### src/rtl/traffic_demand_eval_pkg.sv
// Shared types and constants for the lane-demand evaluator.
// Optional pedestrian evaluation is enabled by defining PED_EVAL_EN.
package traffic_pkg;

  typedef enum logic {
    ACCUM = 1'b0,
    EVAL  = 1'b1
  } state_e;

  // Flag indices into the raw/filtered flag vectors
  localparam int M_MORE     = 0;
  localparam int L_ZERO     = 1;
  localparam int S_MORE     = 2;
  localparam int P_MORE     = 3;
  localparam int MAIN_HEAVY = 4;
  localparam int NUM_FLAGS  = 5;

  // absolute_num bit positions
  localparam int ABS_HEAVY  = 2;
  localparam int ABS_S_MORE = 1;
  localparam int ABS_L_ZERO = 0;

  // Accumulator lanes; the pedestrian lane only exists with PED_EVAL_EN
  localparam int LANE_MAIN = 0;
  localparam int LANE_LEFT = 1;
  localparam int LANE_SEC  = 2;
  localparam int LANE_P    = 3;
`ifdef PED_EVAL_EN
  localparam int NUM_LANES = 4;
  localparam bit PED_BUILT = 1'b1;
`else
  localparam int NUM_LANES = 3;
  localparam bit PED_BUILT = 1'b0;
`endif

  function automatic int cnt_width(input int max_val);
    return (max_val < 2) ? 1 : $clog2(max_val + 1);
  endfunction

endpackage

### src/rtl/traffic_demand_eval_if.sv
// Sample/flag bundle between a count source (master) and the evaluator (slave).
interface traffic_demand_eval_if #(
  parameter int CNT_W = 3
);
  logic             sample_vld;
  logic             sample_rdy;
  logic             clear;
  logic [CNT_W-1:0] main_num;
  logic [CNT_W-1:0] left_num;
  logic [CNT_W-1:0] sec_num;
  logic [CNT_W-1:0] p_num;
  logic             m_more;
  logic             l_zero;
  logic             s_more;
  logic             p_more;
  logic [2:0]       absolute_num;
  logic             result_vld;

  modport master (
    output sample_vld, clear, main_num, left_num, sec_num, p_num,
    input  sample_rdy, m_more, l_zero, s_more, p_more, absolute_num, result_vld
  );

  modport slave (
    input  sample_vld, clear, main_num, left_num, sec_num, p_num,
    output sample_rdy, m_more, l_zero, s_more, p_more, absolute_num, result_vld
  );
endinterface

### src/rtl/traffic_demand_eval_flag_persist.sv
// Persistence filter: the output only follows the raw flag after PERSIST
// consecutive disagreeing evaluations.
module flag_persist
  import traffic_pkg::*;
#(
  parameter int PERSIST = 2
) (
  input  logic clk,
  input  logic rst_n,
  input  logic eval_i,
  input  logic raw_i,
  output logic flag_o
);
  localparam int PW = cnt_width(PERSIST);
  localparam logic [PW:0] PERSIST_W = (PW+1)'(PERSIST);

  logic [PW-1:0] cnt_q;
  logic          flag_q;
  logic          hit_limit;

  assign hit_limit = (({1'b0, cnt_q} + (PW+1)'(1)) == PERSIST_W);

  always_ff @(posedge clk) begin
    if (!rst_n) begin
      cnt_q  <= '0;
      flag_q <= 1'b0;
    end else if (eval_i) begin
      if (raw_i == flag_q) begin
        cnt_q <= '0;
      end else if (hit_limit) begin
        flag_q <= raw_i;
        cnt_q  <= '0;
      end else begin
        cnt_q <= cnt_q + PW'(1);
      end
    end
  end

  assign flag_o = flag_q;
endmodule

### src/rtl/traffic_demand_eval.sv
// Windowed lane-demand evaluator: saturating per-lane window sums, demand
// comparisons, and persistence filtering. PED_EVAL_EN adds the pedestrian lane.
module traffic_demand_eval
  import traffic_pkg::*;
#(
  parameter int CNT_W    = 3,
  parameter int ACC_W    = 6,
  parameter int WIN_LEN  = 8,
  parameter int PERSIST  = 2,
  parameter int HEAVY_TH = 16
) (
  input  logic                 clk,
  input  logic                 rst_n,
  traffic_demand_eval_if.slave bus
);
  localparam int                SW       = cnt_width(WIN_LEN);
  localparam logic [SW-1:0]     LAST     = SW'(WIN_LEN - 1);
  localparam logic [ACC_W-1:0]  ACC_MAX  = '1;
  localparam logic [31:0]       HEAVY_W  = 32'(HEAVY_TH);

  state_e        state_q;
  logic [SW-1:0] smp_cnt_q;
  logic          result_vld_q;

  logic sample_rdy;
  logic accept;
  logic clr_acc;
  logic eval_stb;

  assign sample_rdy = rst_n & (state_q == ACCUM) & ~bus.clear;
  assign accept     = bus.sample_vld & sample_rdy;
  assign eval_stb   = (state_q == EVAL);
  // Sums are consumed during EVAL and dropped on the edge that ends it
  assign clr_acc    = eval_stb | ((state_q == ACCUM) & bus.clear);

  always_ff @(posedge clk) begin
    if (!rst_n) begin
      state_q      <= ACCUM;
      smp_cnt_q    <= '0;
      result_vld_q <= 1'b0;
    end else begin
      result_vld_q <= 1'b0;
      unique case (state_q)
        ACCUM: begin
          if (bus.clear) begin
            smp_cnt_q <= '0;
          end else if (accept) begin
            smp_cnt_q <= smp_cnt_q + SW'(1);
            if (smp_cnt_q == LAST) state_q <= EVAL;
          end
        end
        EVAL: begin
          state_q      <= ACCUM;
          smp_cnt_q    <= '0;
          result_vld_q <= 1'b1;
        end
        default: state_q <= ACCUM;
      endcase
    end
  end

  logic [NUM_LANES-1:0][CNT_W-1:0] lane_num;
  logic [NUM_LANES-1:0][ACC_W-1:0] lane_sum;

  assign lane_num[LANE_MAIN] = bus.main_num;
  assign lane_num[LANE_LEFT] = bus.left_num;
  assign lane_num[LANE_SEC]  = bus.sec_num;
`ifdef PED_EVAL_EN
  assign lane_num[LANE_P]    = bus.p_num;
`else
  logic unused_p_num;
  assign unused_p_num = ^bus.p_num;
`endif

  genvar gi;
  generate
    for (gi = 0; gi < NUM_LANES; gi++) begin : g_lane
      logic [ACC_W-1:0] acc_q;
      logic [ACC_W-1:0] acc_d;
      logic [ACC_W:0]   sum_wide;

      assign sum_wide = {1'b0, acc_q} + (ACC_W+1)'(lane_num[gi]);

      always_comb begin
        acc_d = acc_q;
        if (clr_acc) begin
          acc_d = '0;
        end else if (accept) begin
          acc_d = sum_wide[ACC_W] ? ACC_MAX : sum_wide[ACC_W-1:0];
        end
      end

      always_ff @(posedge clk) begin
        if (!rst_n) acc_q <= '0;
        else        acc_q <= acc_d;
      end

      assign lane_sum[gi] = acc_q;
    end
  endgenerate

  logic [ACC_W-1:0]     main_s, left_s, sec_s;
  logic [NUM_FLAGS-1:0] raw;
  logic [NUM_FLAGS-1:0] filt;

  assign main_s = lane_sum[LANE_MAIN];
  assign left_s = lane_sum[LANE_LEFT];
  assign sec_s  = lane_sum[LANE_SEC];

  // One extra bit keeps 2*left and main+sec from wrapping
  assign raw[M_MORE]     = {1'b0, main_s} > {left_s, 1'b0};
  assign raw[L_ZERO]     = (left_s == '0);
  assign raw[S_MORE]     = (sec_s >= main_s);
  assign raw[MAIN_HEAVY] = (32'(main_s) >= HEAVY_W);
`ifdef PED_EVAL_EN
  assign raw[P_MORE] = {1'b0, lane_sum[LANE_P]} > ({1'b0, main_s} + {1'b0, sec_s});
`else
  assign raw[P_MORE] = 1'b0;
  logic unused_raw_p;
  assign unused_raw_p = raw[P_MORE];
`endif

  generate
    for (gi = 0; gi < NUM_FLAGS; gi++) begin : g_flag
      if ((gi != P_MORE) || PED_BUILT) begin : g_filt
        flag_persist #(
          .PERSIST (PERSIST)
        ) u_persist (
          .clk    (clk),
          .rst_n  (rst_n),
          .eval_i (eval_stb),
          .raw_i  (raw[gi]),
          .flag_o (filt[gi])
        );
      end else begin : g_tie
        assign filt[gi] = 1'b0;
      end
    end
  endgenerate

  assign bus.sample_rdy              = sample_rdy;
  assign bus.result_vld              = result_vld_q;
  assign bus.m_more                  = filt[M_MORE];
  assign bus.l_zero                  = filt[L_ZERO];
  assign bus.s_more                  = filt[S_MORE];
  assign bus.p_more                  = filt[P_MORE];
  assign bus.absolute_num[ABS_HEAVY]  = filt[MAIN_HEAVY];
  assign bus.absolute_num[ABS_S_MORE] = filt[S_MORE];
  assign bus.absolute_num[ABS_L_ZERO] = filt[L_ZERO];
endmodule
### src/flat_wrapper.sv
// flat-port wrapper written by rule: the top's interface ports become plain ports
module traffic_demand_eval_flat import traffic_pkg::*;
#(
  parameter int CNT_W    = 3,
  parameter int ACC_W    = 6,
  parameter int WIN_LEN  = 8,
  parameter int PERSIST  = 2,
  parameter int HEAVY_TH = 16
)
  (clk, rst_n, bus_sample_vld, bus_clear, bus_main_num, bus_left_num, bus_sec_num, bus_p_num, bus_sample_rdy, bus_m_more, bus_l_zero, bus_s_more, bus_p_more, bus_absolute_num, bus_result_vld);
  traffic_demand_eval_if #(.CNT_W(CNT_W)) bus_i ();
  input  logic clk;
  input  logic rst_n;
  input wire logic [$bits(bus_i.sample_vld)-1:0] bus_sample_vld;
  input wire logic [$bits(bus_i.clear)-1:0] bus_clear;
  input wire logic [$bits(bus_i.main_num)-1:0] bus_main_num;
  input wire logic [$bits(bus_i.left_num)-1:0] bus_left_num;
  input wire logic [$bits(bus_i.sec_num)-1:0] bus_sec_num;
  input wire logic [$bits(bus_i.p_num)-1:0] bus_p_num;
  output wire logic [$bits(bus_i.sample_rdy)-1:0] bus_sample_rdy;
  output wire logic [$bits(bus_i.m_more)-1:0] bus_m_more;
  output wire logic [$bits(bus_i.l_zero)-1:0] bus_l_zero;
  output wire logic [$bits(bus_i.s_more)-1:0] bus_s_more;
  output wire logic [$bits(bus_i.p_more)-1:0] bus_p_more;
  output wire logic [$bits(bus_i.absolute_num)-1:0] bus_absolute_num;
  output wire logic [$bits(bus_i.result_vld)-1:0] bus_result_vld;
  assign bus_i.sample_vld = bus_sample_vld;
  assign bus_i.clear = bus_clear;
  assign bus_i.main_num = bus_main_num;
  assign bus_i.left_num = bus_left_num;
  assign bus_i.sec_num = bus_sec_num;
  assign bus_i.p_num = bus_p_num;
  assign bus_sample_rdy = bus_i.sample_rdy;
  assign bus_m_more = bus_i.m_more;
  assign bus_l_zero = bus_i.l_zero;
  assign bus_s_more = bus_i.s_more;
  assign bus_p_more = bus_i.p_more;
  assign bus_absolute_num = bus_i.absolute_num;
  assign bus_result_vld = bus_i.result_vld;
  traffic_demand_eval #(.CNT_W(CNT_W), .ACC_W(ACC_W), .WIN_LEN(WIN_LEN), .PERSIST(PERSIST), .HEAVY_TH(HEAVY_TH)) u_core (.clk(clk), .rst_n(rst_n), .bus(bus_i));
endmodule
### config.mk
export PLATFORM = sky130hd
export DESIGN_NAME = traffic_demand_eval_flat
export DESIGN_NICKNAME = d
export VERILOG_FILES = /design/src/rtl/traffic_demand_eval_pkg.sv /design/src/rtl/traffic_demand_eval_if.sv /design/src/rtl/traffic_demand_eval_flag_persist.sv /design/src/rtl/traffic_demand_eval.sv /design/src/flat_wrapper.sv
export SDC_FILE = /design/constraint.sdc
export NUM_CORES = 1
export LEC_CHECK = 0
export BUFFER_PORTS_ARGS = -buffer_cell sky130_fd_sc_hd__buf_4
export CAP_MARGIN = 0
export CORE_MARGIN = 1.5
export CORE_UTILIZATION = 28
export CTS_BUF_LIST = sky130_fd_sc_hd__clkbuf_4 sky130_fd_sc_hd__clkbuf_8
export CTS_CLUSTER_DIAMETER = 100
export CTS_CLUSTER_SIZE = 8
export DETAILED_ROUTE_END_ITERATION = 8
export HOLD_SLACK_MARGIN = 0.15
export PLACE_DENSITY = 0.52
export SLEW_MARGIN = 20
export SYNTH_ARGS = -nofsm -noshare
export SYNTH_HDL_FRONTEND = slang
export SYNTH_SLANG_ARGS = --single-unit
### constraint.sdc
create_clock -name clk -period 5.13 [get_ports clk]
set_input_delay 1.2825 -clock clk [delete_from_list [all_inputs] [get_ports clk]]
set_output_delay 1.2825 -clock clk [all_outputs]
set_load 0.1 [all_outputs]
==> results.json <==
{
  "ios": 25,
  "layout_commonest_cell": "dfxtp_1",
  "synth-async-reset-ratio_pct": 0,
  "synthesis.nets": 284,
  "min_path_cells": 2,
  "synthSimpleGateAreaFrac_pct": 19.6,
  "grt_pass1_wl_um": 7090,
  "initial_core_util_pct": 29.3,
  "endpoint_kind": "output port",
  "rsz0062_at_grt": "no",
  "cts_hold_buf": 0,
  "fin_nets": 300,
  "rr_startpoint": "u_core.g_lane[1].acc_q[4]",
  "drc": 0,
  "syn_avg_cell_area_um2": 8.85,
  "r2r_slack_ps": 3150,
  "ys_types": 54,
  "postRouteWirelength_um": 4060,
  "core.rowCount": 31,
  "fp.dieH_um": 90.8,
  "post-cts-setup-buffers": 0,
  "vias": 1672,
  "grt-ovfl-total": 0,
  "clock_sinks": 36,
  "criticalPathCategory": "in2out",
  "fin_crit_ps": 3420,
  "powerDensity_nw_per_um2": 245,
  "gp_congestion": 0.749,
  "die_area_um2": 8250,
  "setup-violations-final": 0,
  "p_comb_share_pct": 12.0,
  "drive_gt1_share_pct": 14.9,
  "syn2layout_area_growth_pct": 14.8,
  "cts_htree_levels": 2,
  "synth_top_family_by_area": "simple AND/OR/NAND/NOR gates",
  "hold_violations": 0,
  "synthMuxAreaShare_pct": 3.30,
  "ys_ff_latch": 36,
  "p_leak_nw": 1.06,
  "synth_compound_area_share_pct": 17.4,
  "viasPerCell": 4.64,
  "track_usage_pct": 10.5,
  "fin_skew_ps": 5.33,
  "cts-root-buf": "clkbuf_8",
  "hold_path.startpoint": "u_core.g_flag[4].g_filt.u_persist.cnt_q[1]",
  "design_area_um2": 2480,
  "synth_area_um2": 2160,
  "dp_hpwl_um": 3080,
  "min_path_type": "reg2reg",
  "synth_adder_area_share_pct": 14.9,
  "status": "finished clean",
  "maxCapViolations": 0,
  "p_int_w": 0.000457,
  "cts_buffers": 5,
  "post-route-period-util_pct": 66.6,
  "drtIter0Drc": 77,
  "synth-edff-count": 0,
  "switchingPower_w": 0.000151,
  "first_pass_iters": 4,
  "cts_tree": "built",
  "grt_max_degree": 26,
  "cts_max_path_buffers": 2,
  "cts_resized": 0,
  "yosysTopAreaCell": "dfxtp_1",
  "synth_area_leaders": "dfxtp_1 (33%), ha_1 (12%), inv_1 (3.5%), o21ai_0 (3.5%), a21oi_1 (3.2%)",
  "grt_pass1_vias": 1634,
  "yosysSeqAreaShare_pct": 33.4,
  "mostFrequentLayoutCells": "dfxtp_1 (36), ha_1 (21), inv_1 (20), buf_4 (20), nand2_1 (18)",
  "synth_xor_area_share_pct": 4.06,
  "cts.clk_slew.worst_paths_ps": 70,
  "cp-start-kind": "input pin",
  "worstPathMaxFanout": 19,
  "grt_antenna_before_repair": 0,
  "clock_latency_ps": 290,
  "r2r-end": "u_core.g_flag[0].g_filt.u_persist.cnt_q[0]",
  "clkPwrFrac_pct": 40.8,
  "pwr-share-seq_pct": 47.3,
  "yosys_warnings": 0,
  "hold_path_end": "u_core.g_flag[4].g_filt.u_persist.cnt_q[1]",
  "worst-r2r-cell-count": 7,
  "peakVddDrop_uv": 100,
  "synth_flop_cell": "dfxtp_1",
  "numPortBuffers": 20,
  "fmax_ghz": 0.293,
  "cp.required_ps": 3850,
  "die_width_um": 90.8,
  "crit_arrival_ps": 2140,
  "holdWs_ps": 431,
  "switching_share_pct": 24.9,
  "postPlaceCellArea_um2": 2370,
  "fin_tns_setup_ps": 0,
  "drtAntennaViolNets": 0,
  "synth_cells": 244,
  "antenna_cells": 0,
  "slew_viol_final": 0,
  "routedWlPerCell_um": 11.3,
  "yosysTopAreaCellShare_pct": 33.4,
  "core-area_um2": 7370
}
==> power groups by stage <==
stage               registers [W]   logic, W  clock network [W]
finish                   0.000287  0.0000727           0.000248
global route             0.000288  0.0000822           0.000267
CTS                      0.000287  0.0000744           0.000260
floorplan                0.000293  0.0000557                  0
global placement         0.000294  0.0000731                  0
detailed placement       0.000294  0.0000744                  0
==> state kept, by name (all words and copies together) (netlist names) <==
signal	cells
u_core.eval_stb	1
u_core.g_lane.acc_q	18
u_core.smp_cnt_q	4
u_core.bus.result_vld	1
u_core.g_flag.g_filt.u_persist.flag_o	4
u_core.g_flag.g_filt.u_persist.cnt_q	8
==> worst max-delay path: stages <==
cell and delay, ps:
buf_4 200, nand2_4 190, inv_6 140, buf_4 300
==> how the worst max path moves through the flow <==
stage / start / end / slack (ps) / cells past startpoint
after floorplan: rst_n / bus_sample_rdy / 2140 / 3
after global placement: rst_n / bus_sample_rdy / 1690 / 4
after detailed placement: rst_n / bus_sample_rdy / 1690 / 4
after CTS: rst_n / bus_sample_rdy / 1700 / 4
after global routing: rst_n / bus_sample_rdy / 1650 / 4
final: rst_n / bus_sample_rdy / 1710 / 4
==> synthesized netlist by cell type (6+ instances only) <==
cell type  number
inv_1          20
nor2b_1         6
mux2i_1         6
nand2_1        18
dfxtp_1        36
nor2_1         14
o21ai_0        15
buf_4           6
nand3_1         8
a21o_1          6
ha_1           21
a21oi_1        14
==> layout make-up <==
class | count | area (µm²)
Clock buffer | 5 | 68.8
Sequential cell | 36 | 721
Clock inverter | 3 | 42.5
Multi-Input combinational cell | 175 | 1280
Timing Repair Buffer | 20 | 150
Tap cell | 99 | 124
Fill cell | 792 | 4890
Inverter | 22 | 87.6
==> kinds of logic after synthesis <==
group / after synthesis
simple gates: 75
other cells: 1
mux: 7
compound gates: 58
buf+inv: 33
xor+xnor: 10
fa+ha+maj: 24
flops: 36
==> metrics by stage <==
step	total power, W	instances	util [%]	worst slack (ps)
finish	0.000608	360	33.6	1710
global placement	0.000367	352	32.1	1690
floorplan	0.000348	244	-	2140
global route	0.000637	360	33.6	1650
detailed placement	0.000368	352	32.1	1690
CTS	0.000621	360	33.6	1700
==> routing by layer <==
| layer | vias to the layer above | wire (µm) | track usage (%) |
|---|---|---|---|
| li1 | 889 | - | - |
| met1 | 759 | 1990 | 12.6 |
| met2 | 18 | 1900 | 18.0 |
| met5 | - | 0 | 0 |
| met3 | 6 | 100 | 2.61 |
| met4 | 0 | 61 | 3.91 |
Power figures use the tool's default switching activity.
